## config.mk

```make
export PLATFORM = sky130hd
export DESIGN_NAME = mux_n1_rr
export DESIGN_NICKNAME = d
export VERILOG_FILES = /design/src/rtl/mux_n1_rr.sv
export SDC_FILE = /design/constraint.sdc
export NUM_CORES = 1
export LEC_CHECK = 0
export CAP_MARGIN = 20
export CORE_UTILIZATION = 44
export CTS_CLUSTER_DIAMETER = 50
export DETAILED_ROUTE_END_ITERATION = 7
export PLACE_DENSITY = 0.88
export SETUP_SLACK_MARGIN = 0.5
export SLEW_MARGIN = 10
export SYNTH_ARGS = -nofsm -noshare
export SYNTH_HDL_FRONTEND = slang
export SYNTH_SLANG_ARGS = --single-unit
```

## constraint.sdc

```tcl
create_clock -name clk -period 8.1 [get_ports clk]
set_input_delay 1.215 -clock clk [delete_from_list [all_inputs] [get_ports clk]]
set_output_delay 1.215 -clock clk [all_outputs]
set_load 0.05 [all_outputs]
```

## src/rtl/mux_n1_rr.sv

```systemverilog
// mux_n1_rr: parametrised N:1 registered multiplexer with valid/ready on both sides.
// Selection is either fixed (external sel) or round-robin (internal rotating pointer).
// The chosen word is registered into a single output slot. The slot reloads in the
// same cycle it drains, so the block sustains one word per cycle.
//
// Ports:
//   clk        rising-edge clock
//   rst        asynchronous active-high reset
//   mode       0 = fixed select via sel, 1 = round-robin
//   sel        channel index used when mode = 0
//   in_data    packed inputs; channel k occupies bits [k*WIDTH +: WIDTH]
//   in_valid   per-channel word available
//   in_ready   per-channel accept; one-hot or zero; combinational
//   out_data   registered selected word
//   out_chan   index of the channel out_data came from
//   out_valid  output slot holds a word
//   out_ready  downstream accepts the word
module mux_n1_rr #(
    parameter  int WIDTH    = 8,
    parameter  int CHANNELS = 4,
    localparam int SELW     = $clog2(CHANNELS)
) (
    input  logic                      clk,
    input  logic                      rst,
    input  logic                      mode,
    input  logic [SELW-1:0]           sel,
    input  logic [CHANNELS*WIDTH-1:0] in_data,
    input  logic [CHANNELS-1:0]       in_valid,
    output logic [CHANNELS-1:0]       in_ready,
    output logic [WIDTH-1:0]          out_data,
    output logic [SELW-1:0]           out_chan,
    output logic                      out_valid,
    input  logic                      out_ready
);

    logic [WIDTH-1:0]    out_data_q,  out_data_d;
    logic [SELW-1:0]     out_chan_q,  out_chan_d;
    logic                out_valid_q, out_valid_d;
    logic [SELW-1:0]     ptr_q,       ptr_d;

    logic                load_s;
    logic                sel_valid_s;
    logic                grant_valid_s;
    logic [SELW-1:0]     grant_s;
    logic [CHANNELS-1:0] in_ready_s;
    logic [WIDTH-1:0]    grant_word_s;
    logic                xfer_s;

    // Grant arbitration: fixed select or first valid channel at or after the pointer.
    always_comb begin
        sel_valid_s   = 1'b0;
        grant_valid_s = 1'b0;
        grant_s       = {SELW{1'b0}};
        // An out-of-range sel matches no channel, so it never yields a grant.
        for (int k = 0; k < CHANNELS; k++) begin
            if (sel == SELW'(k)) begin
                sel_valid_s = in_valid[k];
            end else begin
                sel_valid_s = sel_valid_s;
            end
        end
        case (mode)
            1'b0: begin
                if (sel_valid_s) begin
                    grant_valid_s = 1'b1;
                    grant_s       = sel;
                end else begin
                    grant_valid_s = 1'b0;
                end
            end
            1'b1: begin
                for (int i = 0; i < CHANNELS; i++) begin
                    int idx;
                    idx = (int'(ptr_q) + i) % CHANNELS;
                    if (!grant_valid_s && in_valid[idx]) begin
                        grant_valid_s = 1'b1;
                        grant_s       = SELW'(idx);
                    end else begin
                        grant_valid_s = grant_valid_s;
                    end
                end
            end
            default: begin
                grant_valid_s = 1'b0;
            end
        endcase
    end

    // Handshake decode: one-hot accept on the granted channel when the slot can load.
    always_comb begin
        load_s       = !out_valid_q || out_ready;
        in_ready_s   = {CHANNELS{1'b0}};
        grant_word_s = {WIDTH{1'b0}};
        for (int k = 0; k < CHANNELS; k++) begin
            // rst gating keeps every in_ready low while the block is held in reset.
            in_ready_s[k] = !rst && load_s && grant_valid_s && (grant_s == SELW'(k));
            if (grant_s == SELW'(k)) begin
                grant_word_s = in_data[k*WIDTH +: WIDTH];
            end else begin
                grant_word_s = grant_word_s;
            end
        end
        xfer_s = |(in_ready_s & in_valid);
    end

    // Next-state for the output slot and round-robin pointer.
    always_comb begin
        out_data_d  = out_data_q;
        out_chan_d  = out_chan_q;
        out_valid_d = out_valid_q;
        ptr_d       = ptr_q;
        if (xfer_s) begin
            out_data_d  = grant_word_s;
            out_chan_d  = grant_s;
            out_valid_d = 1'b1;
            if (mode) begin
                ptr_d = (grant_s == SELW'(CHANNELS - 1)) ? {SELW{1'b0}} : grant_s + 1'b1;
            end else begin
                ptr_d = ptr_q;
            end
        end else if (out_ready) begin
            out_valid_d = 1'b0;
        end else begin
            out_valid_d = out_valid_q;
        end
    end

    // State registers with asynchronous reset.
    always_ff @(posedge clk or posedge rst) begin
        if (rst) begin
            out_data_q  <= {WIDTH{1'b0}};
            out_chan_q  <= {SELW{1'b0}};
            out_valid_q <= 1'b0;
            ptr_q       <= {SELW{1'b0}};
        end else begin
            out_data_q  <= out_data_d;
            out_chan_q  <= out_chan_d;
            out_valid_q <= out_valid_d;
            ptr_q       <= ptr_d;
        end
    end

    assign in_ready  = in_ready_s;
    assign out_data  = out_data_q;
    assign out_chan  = out_chan_q;
    assign out_valid = out_valid_q;

endmodule

```

# [Word-level counts from Yosys, hierarchy flattened]
# Cells that the tools add are included.
[word_totals] ff_bits=13 latch_bits=0 ram_bits=0 rom_bits=0 inputBits=42 out_inout_bits=15 elab_cells=83 memories=0
[op_classes] addsub=4 multipliers=0 div_mod_pow=0 magnitude_cmp=4 n_eq_ne=6 shifts=0 muxes=37 bitwise=5 n_reduce_logical=23
[ops] operator="2-to-1 mux 8 bit" count=4
[ops] operator="2-to-1 mux 1 bit" count=21
[ops] operator="< comparator 3 x 4 -> 1 bit, second input constant" count=3
[ops] operator="2-to-1 mux 2 bit" count=6
[ops] operator="logical AND 1 bit" count=9
[ops] operator="binary-select mux 1 bit (select 2 bit)" count=4
[ops] operator="== test 2 bit, second input constant" count=4
[ops] operator="OR reduction 2 bit" count=3
[ops] operator="logical NOT 1 bit" count=5
[ops] operator="adder 2 x 1 -> 2 bit, second input constant" count=2
[ops] operator="adder 2 bit, second input constant" count=2
[ops] operator="bitwise AND 4 bit" count=1
[ops] operator="== test 2 x 1 -> 1 bit, second input constant" count=2
[ops] operator="logical NOT 2 bit" count=2
[ops] operator="one-hot mux 2 bit (2 select lines)" count=1
[ops] operator="OR reduction 4 bit" count=1
[ops] operator="bitwise AND 1 bit, first input constant" count=3
[ops] operator="< comparator 2 x 3 -> 1 bit, second input constant" count=1
[ops] operator="one-hot mux 1 bit (2 select lines)" count=1
[ops] operator="AND reduction 2 bit" count=1
[ops] operator="nonzero test 2 bit" count=1
[ops] operator="logical OR 1 bit" count=1
[ops] operator="NOT 1 bit" count=1

# [Logic depth before layout (Yosys ltp)]
[logic_depth] word_depth=22 depth_mapped=12 depth_no_buf=9

# [Least setup slack after synthesis]
# OpenSTA, ideal clock, no wires.
[synth_timing] kind="input to output" from="in in_valid[2]" to="out in_ready[2]" arrival_time_ns=3.449 required_ns=6.885 path_slack_ns=3.436 path_stages=10 path_buffers=3 path_cell_list="buf_6 -> mux4_2 -> nor2_1 -> o21ai_1 -> nand3_1 -> ha_1 -> clkbuf_1 -> clkbuf_1 -> nand3_1 -> nor2_1"
[synth_between] elab_chain_len=18 elab_cells_between_ends=37 classes_between="eq/ne (1); mux (28); reduce/logical (8)"
[synth_rtl] element="start: declaration" line_no="28" rtl="input logic [CHANNELS-1:0] in_valid,"
[synth_rtl] element="binary-select mux 1 bit (select 2 bit)" line_no="75" rtl="if (!grant_valid_s && in_valid[idx]) begin"
[synth_rtl] element="2-to-1 mux 1 bit (implied by the code)" line_no="75"
[synth_rtl] element="2-to-1 mux 1 bit" line_no="75"
[synth_rtl] element="2-to-1 mux 1 bit" line_no="62" rtl="case (mode)"
[synth_rtl] element="logical NOT 1 bit" line_no="75"
[synth_rtl] element="logical AND 1 bit" line_no="75"
[synth_rtl] element="2-to-1 mux 1 bit" line_no="75"
[synth_rtl] element="2-to-1 mux 1 bit" line_no="62"
[synth_rtl] element="[2 not listed]"
[synth_rtl] element="2-to-1 mux 1 bit" line_no="75"
[synth_rtl] element="2-to-1 mux 1 bit" line_no="62"
[synth_rtl] element="logical NOT 1 bit" line_no="75"
[synth_rtl] element="logical AND 1 bit" line_no="75"
[synth_rtl] element="2-to-1 mux 2 bit or 2-to-1 mux 1 bit (tied branches)" line_no="75"
[synth_rtl] element="one-hot mux 2 bit (2 select lines) or one-hot mux 1 bit (2 select lines) (tied branches)" line_no="62"
[synth_rtl] element="== test 2 bit or logical AND 1 bit (tied branches)" line_no="96" rtl="in_ready_s[k] = !rst && load_s && grant_valid_s && (grant_s == SELW'(k));"
[synth_rtl] element="logical AND 1 bit (*)" line_no="96"
[synth_rtl] element="end: declaration" line_no="29" rtl="output logic [CHANNELS-1:0] in_ready,"
# Mark *: on every way between the ends. The rest lies on a longest branch, timed or not. The select of a mux whose other input is x is not followed.

# [Worst setup path after layout]
[layout_timing] from="in in_valid[2]" to="out in_ready[2]"
[layout_between] elab_chain_len=18 elab_cells_between_ends=37 classes_between="eq/ne (1); mux (28); reduce/logical (8)"
[layout_rtl] element="binary-select mux 1 bit (select 2 bit)" line_no="75"
[layout_rtl] element="2-to-1 mux 1 bit (implied by the code)" line_no="75"
[layout_rtl] element="2-to-1 mux 1 bit" line_no="75"
[layout_rtl] element="2-to-1 mux 1 bit" line_no="62"
[layout_rtl] element="logical NOT 1 bit" line_no="75"
[layout_rtl] element="logical AND 1 bit" line_no="75"
[layout_rtl] element="2-to-1 mux 1 bit" line_no="75"
[layout_rtl] element="2-to-1 mux 1 bit" line_no="62"
[layout_rtl] element="[3 not listed]"
[layout_rtl] element="2-to-1 mux 1 bit" line_no="62"
[layout_rtl] element="logical NOT 1 bit" line_no="75"
[layout_rtl] element="logical AND 1 bit" line_no="75"
[layout_rtl] element="2-to-1 mux 2 bit" line_no="75"
[layout_rtl] element="one-hot mux 2 bit (2 select lines) (*)" line_no="62"
[layout_rtl] element="named net grant_s[1]" line_no="44" rtl="logic [SELW-1:0] grant_s;"
[layout_rtl] element="== test 2 bit (*)" line_no="96"
[layout_rtl] element="logical AND 1 bit (*)" line_no="96"
# The timed path passes the listed nets; every way through them passes the cells marked *. The select of a mux whose other input is x is not followed.

==> results by group <==
Outcome
  – Status: completed

Floorplan
  – Full die area: 2870 sq um
  – Initial core utilization: 46.8%
  – Core Region: 2500 sq um
  – Core Rows: 18
  – I/O pin count: 57
  – Die Ht: 53.6 um
  – Die W: 53.6 um

Critical path
  – Crit path arrival time: 4.39 ns
  – Flop2flop setup slack: 4.84 ns
  – Reg2Reg Launch Point: ptr_q[1]
  – Reg-to-Reg End: out_data[1]
  – Buf+Inv Stages, Crit Path: 2
  – CP max stage delay: 0.81 ns
  – Kind of critical path: input port to primary output
  – Crit-path slowest cell: clkdlybuf4s50_1
  – Crit Path Max Fanout: 18
  – Worst-path cell chain: clkdlybuf4s50_1 > nor2b_1 > a221oi_1 > o31ai_1 > ha_1 > nand3_1 > nor2_1 > clkdlybuf4s50_1
  – Setup crit end kind: primary output
  – Worst EP required: 6.88 ns
  – R2R depth: 9
  – Worst Setup Start Kind: input port
  – Crit-path leading delay family: buffers and inverters
  – Most frequent CP cell: clkdlybuf4s50_1
  – Levels on crit path: 8

Finish
  – Share of cells above drive strength 1: 11.6%
  – FILL cells: 203
  – Most frequent cells in the layout: clkdlybuf4s50_1, nor2b_1, dfrtp_1
  – Fin area: 1730 sq um
  – Most common cell after layout, fill and taps aside: clkdlybuf4s50_1
  – Nets: 220
  – Area Overhead vs Synth: 48.1%
  – ANT cells: 0

Synth
  – Distinct cell type count of the synthesized netlist: 32
  – Register bit count reported by yosys: 13
  – Seq/Total Area, Yosys: 27.8%
  – Synthesis Warnings: 0
  – Gate Count Post-Synth: 122
  – Area of the mapped netlist: 1170 sq um
  – Average cell area after synthesis: 9.59 sq um
  – Synthesized Nets: 168

Clocking
  – PostCTS Resize Cnt: 0
  – CTS tree: done
  – Latest clock arrival within the worst-skew pair: 0.27 ns
  – H-tree depth: 1
  – Cts bufs inserted: 3
  – CTS sink count: 13
  – Max clock buf depth: 2
  – Clock slew at the register clock pins of the worst setup and hold paths: 0.08 ns
  – CTS Root Cell: clkbuf_4
  – Postcts setup bufs: 0
  – Hold_buf cts: 0

Placement
  – Setup slack at placement: 2.54 ns
  – Dpl hpwl: 2460 um
  – Post-DP Area: 1710 sq um
  – Number of I/O port buffers: 56
  – RePlAce Congestion: 0.888

STA
  – Worst setup margin: 2.50 ns
  – Max-slew violations: 0
  – Peak Freq: 178 MHz
  – Final hold slack: 0.515 ns
  – Setup_tns: 0 ns
  – Minimum clock period: 5.60 ns
  – Final setup fails: 0
  – Count of final hold-check violations: 0
  – Slew @ Worst Pin: 0.649 ns
  – RSZ-0062 raised after global routing: no
  – Period utilisation layout: 69.2%
  – Clk_skew: 0.000538 ns
  – Slew headroom: 56.6%

GRT
  – Grt ovf: 0
  – Initial antenna violation count: 0
  – Vias in the first global route: 1,102
  – GRT Overall Usage: 22.1%
  – First-pass GRT wire length: 4600 um
  – Pin count of the biggest net entering global routing: 19

Pwr
  – Comb pwr share: 67.8%
  – Int Pwr: 0.262 mW
  – Switching Power: 0.234 mW
  – PwrDens: 286 nW/um^2
  – Clk pwr share: 8.1%
  – Switch share: 47.2%
  – Leak: 0.720 nW
  – Max VDD drop: 0.241 mV
  – Sequential share of power: 24.1%

Min path
  – Hold Path End: out_data[1]
  – Min-delay src: out_data[1]
  – Hold WC Path Type: register to register
  – Hold Path Stages: 1

Drt
  – Routed WL: 3190 um
  – Drt wl/cell: 15.7 um
  – Via density: 5.78
  – Vias: 1,173
  – Remaining antenna violation count after routing: 0
  – DRT Pass-1 Iters: 4
  – Residual DRC count: 0
  – Initial DRC Count: 20

Flow run
  – Max_cap viols: 0
[synth_stat cells, drive strengths merged]
cell type,instances,area share (%)
mux2,12,14
a22oi,2,1.3
o21ai,1,0.43
nor4b,1,0.75
mux4,2,3.8
clkbuf,5,1.7
and2,2,1.1
ha,4,4.3
o21a,2,1.3
and3,1,0.54
a211oi,1,1.1
nor3,2,0.86
a221oi,9,6.7
nand2,11,4.2
mux2i,2,1.7
nand3,6,2.6
nand2b,4,2.8
dfrtp,13,28
o41ai,1,1.4
buf,4,3.5
inv,5,1.6
nor2,8,2.6
o31ai,9,5.8
a21oi,2,0.86
nor2b,13,7.0
[layer usage]
metal	global-route usage (%)	vias up	part of all wire [%]
met2	44.0	45	51
met4	3.07	0	0.44
met5	0	-	0
li1	-	552	-
met1	24.5	574	41
met3	3.95	2	7.9
[how the worst max path moves through the flow]
stage                     start           to  slack (ns)
floorplan           in_valid[2]  in_ready[2]        3.44
global placement    in_valid[1]  in_ready[3]        2.62
detailed placement  in_valid[1]  in_ready[3]        2.54
CTS                 in_valid[1]  in_ready[3]        2.53
global route        in_valid[1]  in_ready[3]        2.32
finish              in_valid[2]  in_ready[2]        2.50
[per-stage QoR]
stage,std cells,total power [mW],utilization (%)
final,203,0.496,69.3
after global routing,203,0.520,69.3
after CTS,203,0.498,69.3
after detailed placement,199,0.455,68.3
after global placement,199,0.448,68.3
after floorplan,122,0.355,-
[sequential cells by signal, summed over array words and instances, names as in the netlist]
| name | cells |
|---|---|
| out_data | 8 |
| out_chan | 2 |
| ptr_q | 2 |
| out_valid | 1 |
[power groups by stage]
| stage | Clock, mW | Combinational [mW] | Sequential [mW] |
|---|---|---|---|
| after floorplan | 0 | 0.155 | 0.201 |
| after global placement | 0 | 0.330 | 0.118 |
| after detailed placement | 0 | 0.335 | 0.120 |
| after CTS | 0.0408 | 0.338 | 0.119 |
| after global routing | 0.0438 | 0.354 | 0.123 |
| final | 0.0401 | 0.336 | 0.120 |
[cell families after synthesis]
group	after synthesis	synth area share, %
AOI/OAI and AO/OA	27	18.8
adders and majority gates	4	4.28
buffers and inverters	14	6.84
DFF	13	27.8
muxes	16	20.0
and+or+nand+nor	48	22.2
[final cells by class]
class / count / area, sq um / area share (%)
clock buffers: 4 / 26.3 / 1.52
inverters: 5 / 18.8 / 1.08
multi-input cells: 95 / 764 / 44.1
flip-flops and latches: 13 / 325 / 18.8
well taps: 30 / 37.5 / 2.17
repair buffers: 56 / 561 / 32.3
Power figures use the tool's default switching activity.
==> variant 1 (same flow settings) <==
`CHANNELS`: 4 -> 8.
--- a/src/rtl/mux_n1_rr.sv
+++ b/src/rtl/mux_n1_rr.sv
@@ -19,3 +19,3 @@
     parameter  int WIDTH    = 8,
-    parameter  int CHANNELS = 4,
+    parameter  int CHANNELS = 8,
     localparam int SELW     = $clog2(CHANNELS)
Ports: changed (5 resized); port bits go from 57 to 99. The function was not compared with the original's and may differ.
==> variant 1 against the original RTL <==
Cell area is 100% higher. Clock skew is 0.00061 ns higher. Sequential cell count is 2 higher. Worst setup slack worse by 1.3 ns. Routed wire length grew to 2.7 times the old value. Global-route usage is 5.8 points higher. Clock power is 46% higher. Fmax is 19% lower. Count of clock-buffer cells in the layout stayed put. Area after synthesis is 110% higher. Power grew to 3.3 times the old value. Sequential power is 37% higher. Via count is 150% higher. Largest power group unchanged.
==> variant 1: results (changes against the original RTL) <==
Run status
The run finished with clean final reports.

Timing
The slew of the pin with the lowest slew margin is 0.908 ns (+0.259 ns). The setup skew after layout is 0.00114 ns (+0.000606 ns).

Routing
The sum of met2 wire segment lengths after detailed routing is 4040 um (+150%). The mean routed wirelength per cell is 18.5 um (+18%). The detailed route wirelength on metal3 is 648 um (+160%). The number of search-and-repair iterations in the first detailed-routing pass came to 5 (+1). The met1 wire length is 3640 um (+180%). The number of DRC violations after detailed-routing iteration 0 was 384 (+1800%).

GRT
The via count of the first global-routing pass is 2707 (+150%). The met2 demand-to-capacity share in global routing is 45.0% (+1.1 points).

Logic synthesis
The synthesized netlist net count is 398 (+140%). The share of the yosys chip area belonging to registers is 15.1% (-13 points).

Setup path
The number of cells on the worst reg-to-reg path came to 17 (+8). The slack of the worst reg-to-reg path came to 2.31 ns (-2.53 ns).

Place
The post-placement worst setup slack was 0.941 ns (-1.60 ns). The placed cell area is 3420 um2 (+100%). The number of buffer cells added on primary ports is 98 (+75%).

The half-perimeter wire length after detailed placement is 6700 um (+170%). The final weighted congestion in routability-driven placement is 1.05 (+18%).

Finish
The count of non-filler cells in the finished layout is 461 (+130%). The number of nets in the finished design is 478 (+120%).

Worst hold path
The worst hold path endpoint is out_chan[2]$_DFFE_PP0P_. The instance count along the most critical hold path came to 2 (+1).

Clocking
The latest clock arrival within the worst-skew pair is 0.24 ns (-0.03 ns).
variant 1: cell types whose count changed after synthesis, moves of 10 or more:
| cell | delta |
|---|---|
| a21oi_1 | +15 |
| a22oi_1 | +24 |
| and3_1 | +14 |
| inv_1 | +18 |
| mux2i_1 | +10 |
| nor2_1 | +21 |
| nor2b_1 | -10 |
| o22ai_1 | +19 |
variant 1: cell type report:
cell class	count	share of cell area, %
multi-input cells	243	52.9
repair buffers	103	29.4
flip-flops and latches	15	10.9
inverters	26	2.96
well taps	70	2.53
clock buffers	4	1.30
variant 1: where the power goes:
group | switching, mW | internal [mW] | total [mW]
Combinational | 0.830 | 0.582 | 1.41
Sequential | 0.0495 | 0.115 | 0.165
Clock | 0.0239 | 0.0348 | 0.0587
variant 1: logic make-up after synthesis:
group / synth area share [%]
AO/OA/AOI/OAI: 31.8
flip-flops: 15.1
adder cells (fa/ha/maj): 3.53
multiplexers: 17.5
AND/OR/NAND/NOR: 19.5
XOR/XNOR: 1.36
buffers and inverters: 11.1
==> variant 2 (config.mk and constraints unchanged) <==
Made on the original files. Reset style: synchronous (`rst`), changed in one clocked block. Comments in the files are not updated.
--- a/src/rtl/mux_n1_rr.sv
+++ b/src/rtl/mux_n1_rr.sv
@@ -128,3 +128,3 @@
     // State registers with asynchronous reset.
-    always_ff @(posedge clk or posedge rst) begin
+    always_ff @(posedge clk) begin
         if (rst) begin
Behaviour: differs if rst is asserted again (counterexample within 4 cycles, from zero or initial values and one cycle with rst high); with rst held inactive, the same outputs for 10 cycles.
==> variant 2 against the original RTL <==
Critical endpoint is now in_ready[3]. Area after synthesis fell by 2.4%. Cell area fell by 2.8%. Sequential cell count did not move. Largest cell class unchanged. Synthesized cell count rose by 16%. Worst setup slack got worse by 0.062 ns. Routed wire length rose by 3.6%. Critical path depth did not move.
Power is not compared: it rests on default switching activity, and its combinational part moved more than twofold at a synthesized area within 25%.
==> variant 2: results (changes against the original RTL) <==
Run status
The flow ran to the end, and the final reports show no timing, DRC or antenna violations.

Setup path
The slack of the worst reg-to-reg path is 4.65 ns (-0.19 ns). In this run the critical register-to-register path is launched from ptr_q[0]$_SDFFE_PP0P_. The critical path data arrival time is 4.45 ns (+0.06 ns).

In this run the critical register-to-register path is captured at out_chan[0]$_SDFFE_PP0P_. The startpoint of the most critical setup path is in_valid[1].

GRT
The global-route wire length before repair is 5120 um (+11%). The total global routing track utilization is 24.2% (+2.1 points). The met2 demand-to-capacity share in global routing is 38.8% (-5.1 points).

Place
The number of buffer cells added on primary ports is 56 (unchanged). The half-perimeter wire length after detailed placement is 2570 um (+4.6%). The final weighted congestion in routability-driven placement is 0.755 (-15%).

Logic synthesis
The synthesized area divided by synthesized cell count is 8.04 um2 (-16%). In the synthesized netlist the dominant register cell turns out to be dfxtp_1. The synthesized netlist net count is 188 (+12%). Ranked by total cell area, the synthesized netlist is headed by dfxtp_1 23%, a21oi_1 13%, a211oi_2 7.7%, a22oi_4 5.6%, a22oi_1 5.3%. The post-synthesis share of cell area spent on full adders, half adders and majority gates came to 4.38% (+0.10 points). The multiplexer area fraction after synthesis came to 2.08% (-18 points). The fraction of registers with async set or reset after synthesis is 0% (-100 points). The count of unique library cells instantiated by Yosys is 38 (+19%). The compound-cell area share of the yosys netlist came to 45.2% (+26 points).

Routing
The number of DRC violations after detailed-routing iteration 0 was 37 (+85%). The sum of met2 wire segment lengths after detailed routing is 1590 um (-2.0%). The routed via count divided by cell count is 5.50 (-4.7%). The met1 wire length is 1460 um (+12%).

Timing
The worst-case headroom to the max-slew limit is 50.9% (-5.7 points). The setup skew after layout is 0.00208 ns (+0.00154 ns).

Finish
The count of non-filler cells in the finished layout was 220 (+8.4%). The share of cells above drive strength 1 is 8.95% (-2.6 points). The number of flip-flops in the largest register is 8 (unchanged).

Worst hold path
The worst hold path begins at out_chan[0]$_SDFFE_PP0P_. The instance count along the most critical hold path is 2 (+1).
-- variant 2: cell types whose count changed in the layout (fill, tap and decap cells not counted), moves of 6 or more --
cell,before,now
dfxtp_1,0,13
o31ai_1,9,1
a211oi_2,1,7
nor2b_1,13,1
a22oi_1,2,8
dfrtp_1,13,0
a221oi_1,9,0
a21oi_1,2,30
nor2_1,8,2
o21ai_0,0,8
mux2_4,9,0
inv_1,5,12
-- variant 2: area by class of cell --
class,count,area (um2)
fill,195,771
multi-input combinational,105,754
sequential,13,260
clock buffer,4,26.3
tap,30,37.5
timing repair buffer,56,561
inverter,12,45.0
-- variant 2: through the flow --
stage	hold slack (ns)	worst slack, ns	cell area (um2)	power, mW	util (%)
2_1_floorplan	0.502	3.76	1140	0.161	-
3_3_place_gp	0.505	2.63	1660	0.201	67.5
3_5_place_dp	0.516	2.48	1660	0.204	67.5
4_1_cts	0.529	2.47	1680	0.243	68.6
5_1_grt	0.572	2.25	1680	0.255	68.6
6_report	0.536	2.43	1680	0.243	68.6
